==> config.mk <==
export PLATFORM = sky130hd
export DESIGN_NAME = multi_button_debouncer
export DESIGN_NICKNAME = d
export VERILOG_FILES = /design/src/rtl/multi_button_debouncer.sv
export SDC_FILE = /design/constraint.sdc
export NUM_CORES = 1
export LEC_CHECK = 0
export CORE_MARGIN = 3
export CORE_UTILIZATION = 55
export CTS_CLUSTER_DIAMETER = 120
export DETAILED_ROUTE_END_ITERATION = 6
export HOLD_SLACK_MARGIN = 0.05
export MAX_ROUTING_LAYER = met4
export PLACE_DENSITY = 0.71
export REMOVE_ABC_BUFFERS = 1
export SLEW_MARGIN = 25
export SYNTH_ARGS = -nofsm -noshare
export SYNTH_HDL_FRONTEND = slang
export SYNTH_SLANG_ARGS = --single-unit
==> constraint.sdc <==
create_clock -name clk -period 2.9 [get_ports clk]
set_clock_uncertainty 0.1 [all_clocks]
set_input_delay 0.29 -clock clk [delete_from_list [all_inputs] [get_ports clk]]
set_output_delay 0.29 -clock clk [all_outputs]
set_load 0.05 [all_outputs]
==> src/rtl/multi_button_debouncer.sv <==
// Multi-channel push-button conditioner: 2-FF synchroniser, debounce counter, press/release pulses.
// Optional hold-to-repeat pulse generator built only when HOLD_REPEAT_EN is defined.
module multi_button_debouncer #(
    parameter int N_CH            = 4,
    parameter int DEBOUNCE_CYCLES = 2000000,
    parameter int ACTIVE_LOW      = 1,
    parameter int HOLD_CYCLES     = 50000000,
    parameter int REPEAT_CYCLES   = 10000000
) (
    input  logic            clk,
    input  logic            reset,
    input  logic [N_CH-1:0] btn_in,
    output logic [N_CH-1:0] btn_state,
    output logic [N_CH-1:0] btn_down,
    output logic [N_CH-1:0] btn_up,
    output logic [N_CH-1:0] btn_repeat
);

    localparam int              CNT_W    = $clog2(DEBOUNCE_CYCLES);
    localparam logic [CNT_W-1:0] CNT_LAST = CNT_W'(DEBOUNCE_CYCLES - 1);
    localparam logic [N_CH-1:0] POL_MASK = (ACTIVE_LOW != 0) ? {N_CH{1'b1}} : {N_CH{1'b0}};

    logic [N_CH-1:0]  sync_s0_q, sync_s0_d;
    logic [N_CH-1:0]  sync_s1_q, sync_s1_d;
    logic [N_CH-1:0]  state_q, state_d;
    logic [N_CH-1:0]  down_q, down_d;
    logic [N_CH-1:0]  up_q, up_d;
    logic [CNT_W-1:0] cnt_q [N_CH];
    logic [CNT_W-1:0] cnt_d [N_CH];

    // NOTE: every variable gets a default before any branch, so no latch is inferred.
    always_comb begin
        sync_s0_d = btn_in ^ POL_MASK;
        sync_s1_d = sync_s0_q;
        state_d   = state_q;
        down_d    = '0;
        up_d      = '0;
        for (int i = 0; i < N_CH; i++) begin
            cnt_d[i] = cnt_q[i];
            if (sync_s1_q[i] == state_q[i]) begin
                cnt_d[i] = '0;
            end else if (cnt_q[i] == CNT_LAST) begin
                state_d[i] = sync_s1_q[i];
                cnt_d[i]   = '0;
                down_d[i]  = sync_s1_q[i];
                up_d[i]    = ~sync_s1_q[i];
            end else begin
                cnt_d[i] = cnt_q[i] + CNT_W'(1);
            end
        end
    end

    // NOTE: sequential state uses non-blocking assignments only, so all flops update together.
    always_ff @(posedge clk) begin
        if (reset) begin
            // Zero is the released level after polarity correction, so a held pin is re-debounced.
            sync_s0_q <= '0;
            sync_s1_q <= '0;
            state_q   <= '0;
            down_q    <= '0;
            up_q      <= '0;
            // NOTE: the counter array is reset explicitly; stale counts must not survive reset.
            for (int i = 0; i < N_CH; i++) cnt_q[i] <= '0;
        end else begin
            sync_s0_q <= sync_s0_d;
            sync_s1_q <= sync_s1_d;
            state_q   <= state_d;
            down_q    <= down_d;
            up_q      <= up_d;
            for (int i = 0; i < N_CH; i++) cnt_q[i] <= cnt_d[i];
        end
    end

    assign btn_state = state_q;
    assign btn_down  = down_q;
    assign btn_up    = up_q;

`ifdef HOLD_REPEAT_EN
    localparam int TMR_MAX = (HOLD_CYCLES > REPEAT_CYCLES) ? HOLD_CYCLES : REPEAT_CYCLES;
    localparam int TMR_W   = $clog2(TMR_MAX + 1);
    localparam logic [TMR_W-1:0] HOLD_LAST = TMR_W'(HOLD_CYCLES - 1);
    localparam logic [TMR_W-1:0] RPT_LAST  = TMR_W'(REPEAT_CYCLES - 1);

    typedef enum logic [1:0] {
        RPT_IDLE,
        RPT_HOLD,
        RPT_RPT
    } rpt_state_e;

    rpt_state_e       rpt_state_q [N_CH];
    rpt_state_e       rpt_state_d [N_CH];
    logic [TMR_W-1:0] tmr_q [N_CH];
    logic [TMR_W-1:0] tmr_d [N_CH];
    logic [N_CH-1:0]  repeat_q, repeat_d;

    always_comb begin
        repeat_d = '0;
        for (int i = 0; i < N_CH; i++) begin
            rpt_state_d[i] = rpt_state_q[i];
            tmr_d[i]       = tmr_q[i];
            // An accepted release overrides any repeat that would fall due in the same cycle.
            if (up_d[i]) begin
                rpt_state_d[i] = RPT_IDLE;
                tmr_d[i]       = '0;
            end else begin
                case (rpt_state_q[i])
                    RPT_IDLE: begin
                        if (down_d[i]) begin
                            rpt_state_d[i] = RPT_HOLD;
                            tmr_d[i]       = '0;
                        end
                    end
                    RPT_HOLD: begin
                        if (tmr_q[i] == HOLD_LAST) begin
                            repeat_d[i]    = 1'b1;
                            tmr_d[i]       = '0;
                            rpt_state_d[i] = RPT_RPT;
                        end else begin
                            tmr_d[i] = tmr_q[i] + TMR_W'(1);
                        end
                    end
                    RPT_RPT: begin
                        if (tmr_q[i] == RPT_LAST) begin
                            repeat_d[i] = 1'b1;
                            tmr_d[i]    = '0;
                        end else begin
                            tmr_d[i] = tmr_q[i] + TMR_W'(1);
                        end
                    end
                    default: begin
                        rpt_state_d[i] = RPT_IDLE;
                        tmr_d[i]       = '0;
                    end
                endcase
            end
        end
    end

    always_ff @(posedge clk) begin
        if (reset) begin
            repeat_q <= '0;
            for (int i = 0; i < N_CH; i++) begin
                rpt_state_q[i] <= RPT_IDLE;
                tmr_q[i]       <= '0;
            end
        end else begin
            repeat_q <= repeat_d;
            for (int i = 0; i < N_CH; i++) begin
                rpt_state_q[i] <= rpt_state_d[i];
                tmr_q[i]       <= tmr_d[i];
            end
        end
    end

    assign btn_repeat = repeat_q;
`else
    assign btn_repeat = '0;
`endif

endmodule

==> out/results.ini <==
[outcome]
outcome=finished clean

[yosys]
synth.distinct_cells=44
yosysWarnings=0
syn_inst=515
ys_ff_latch=104
syn_area_um2=4548
avgSynthCellArea_um2=8.831
seq_area_frac_synth_pct=45.78

[drt]
drt_iter0_drc=131
vias=3633
wire_per_inst_um=13.24
first_pass_iters=5
routed_wl_mm=8.475
routed_via_density=5.677
antenna_left=0
drc=0

[grt]
grt_max_degree=21
grt_pass1_wl_mm=14.97
grt_overflow_total=0
track_usage_pct=19.24
antenna_found_initial=0
grt_pass1_vias=3393

[cts]
clk-insertion-delay-late_ns=0.37
clkTransAtPathRegs_ns=0.10
ctsHtreeMaxLevel=3
cts_hold_buf=0
cts-buffers-inserted=9
root_buffer=clkbuf_8
postCtsSetupRepairBufs=0
clock_sinks=104
cts_tree=built
clock_path_buffers=2
cts_resized=0

[power]
power.leakage_nw=1.406
netSwitchingFraction_pct=21.68
p_clk_share_pct=38.5
power.switching_mw=0.5238
combPwrFrac_pct=2.0
pwr-share-seq_pct=59.5
power_mw=2.416
peakVddDrop_uv=239.2
internal_power_mw=1.892
p_per_area_nw_per_um2=483.4

[sta]
worst_pin_slew_ns=0.6211
finalHoldViolCount=0
timing.slew.headroom_pct=58.44
period_minus_slack_ns=2.319
finalCritPeriodShare_pct=79.96
rsz0062_at_grt=false
fin_tns_setup_ns=0
max_freq_mhz=431.3
setup-violations-final=0
final-max-slew-violation-count=0

[cells_and_area]
drive_gt1_share_pct=8.736
mostFrequentLayoutCells=104 x dfxtp_1, 50 x nor2_1, 35 x a21oi_1, 34 x xnor2_1, 28 x nand3_1
regArea_um2=2082
fillers=672
fin_cells=640
final_common_cell=dfxtp_1
final_nets=543
multi_input_area_um2=2287
syn_to_final_growth_pct=9.876
antenna_cells=0

[die]
fp.dieH_um=96.94
rows=32
start_util_pct=57.66
ios=22
fp.dieW_um=96.94
core_um2=7888
dieArea_um2=9396

[worst_setup_path]
cp_data_arrival_time_ns=2.45
cp-end-kind=flip-flop
start_kind=flip-flop
cp_max_fo=19
critical_path_class=flip-flop to flip-flop
required_ns=3.03

[worst_hold_path]
hp-class=primary input to flip-flop

[placement]
post-place-cells=624
port_buffers=17
gp_congestion=0.8422
dp_hpwl_mm=5.957

[job]
cap_violations=0

logic make-up (layout without fill, tap and decap cells):
group | Yosys count | in the layout | synth area share, %
AND/OR/NAND/NOR | 246 | 246 | 30.54
flip-flops | 104 | 104 | 45.78
AO/OA/AOI/OAI | 72 | 72 | 9.079
XOR/XNOR | 48 | 48 | 9.244
buffers and inverters | 40 | 60 | 4.182
adder cells (fa/ha/maj) | 4 | 4 | 1.100
other | 1 | 4 | 0.08245
state kept, by name (all words and copies together) (netlist names):
register and flops:
sync_s0_q 4, sync_s1_q 4, btn_up 4, btn_state 4, btn_down 4, cnt_q 84
power by group through the flow:
stage	Combinational (mW)	Clock (mW)	Sequential, mW
3_3_place_gp	0.0473	0	1.47
5_1_grt	0.0517	1.02	1.44
6_report	0.0476	0.930	1.44
2_1_floorplan	0.0259	0	1.47
3_5_place_dp	0.0480	0	1.47
4_1_cts	0.0482	0.961	1.44
synthesized netlist by cell type, drive strengths merged:
library cell | count | area share (%)
dfxtp | 104 | 46
nor2 | 60 | 5.5
a21oi | 36 | 4.0
xnor2 | 34 | 6.5
nand3 | 29 | 3.5
nand2 | 25 | 2.1
o21ai | 24 | 3.1
or3 | 24 | 3.3
nor3 | 22 | 2.4
inv | 21 | 1.7
or4 | 21 | 3.7
nand4 | 16 | 2.5
xor2 | 14 | 2.7
o31ai | 12 | 2.0
clkbuf | 10 | 0.85
buf | 9 | 1.6
nor4 | 9 | 1.2
and3 | 8 | 1.1
nand2b | 8 | 1.1
or2 | 5 | 0.69
ha | 4 | 1.1
nor2b | 4 | 0.55
and2 | 3 | 0.41
nor4b | 3 | 0.58
or4b | 3 | 0.74
and4 | 1 | 0.19
conb | 1 | 0.082
nand3b | 1 | 0.17
nand4b | 1 | 0.19
nor3b | 1 | 0.17
nor4bb | 1 | 0.22
or3b | 1 | 0.19
worst max-delay path, stage by stage (launching register included):
cell	delay, ns
dfxtp_1	0.36
or4b_1	0.53
or4b_4	0.56
o21ai_4	0.52
nor2_1	0.11
metrics by stage:
stage          utilization (%)  cell area, um^2  hold slack [ns]  setup slack [ns]
2_1_floorplan                -             4448           0.2567            0.5759
3_3_place_gp             60.74             4791           0.3191            0.6244
3_5_place_dp             60.74             4791           0.3389            0.5724
4_1_cts                  63.36             4997           0.3264            0.5670
5_1_grt                  63.36             4997           0.3528            0.4200
6_report                 63.36             4997           0.3304            0.5812
per-layer routing:
| layer | global-route usage, % | up-vias | wire length, um |
|---|---|---|---|
| li1 | - | 1844 | - |
| met5 | - | - | 0 |
| met3 | 5.191 | 9 | 282 |
| met4 | 5.076 | 0 | 117 |
| met2 | 32.06 | 56 | 4141 |
| met1 | 23.06 | 1724 | 3932 |
worst paths after layout:
check | from | slack [ns] | cells after the start | to
max | cnt_q[2][9]$_SDFF_PP0_ | 0.58 | 4 | cnt_q[2][5]$_SDFF_PP0_
min | btn_in[3] | 0.33 | 2 | sync_s0_q[3]$_SDFF_PP0_
max reg2reg | cnt_q[2][9]$_SDFF_PP0_ | 0.58 | 4 | cnt_q[2][5]$_SDFF_PP0_
min reg2reg | sync_s0_q[1]$_SDFF_PP0_ | 0.35 | 1 | sync_s1_q[1]$_SDFF_PP0_
area by class of cell:
cell class / count / area share, %
multi-input cells: 374 / 45.77
repair buffers: 23 / 4.306
clock buffers: 11 / 3.030
inverters: 21 / 1.577
well taps: 102 / 2.554
clock inverters: 5 / 1.102
flip-flops and latches: 104 / 41.66
Note: power is estimated with default switching activity, not from simulation.
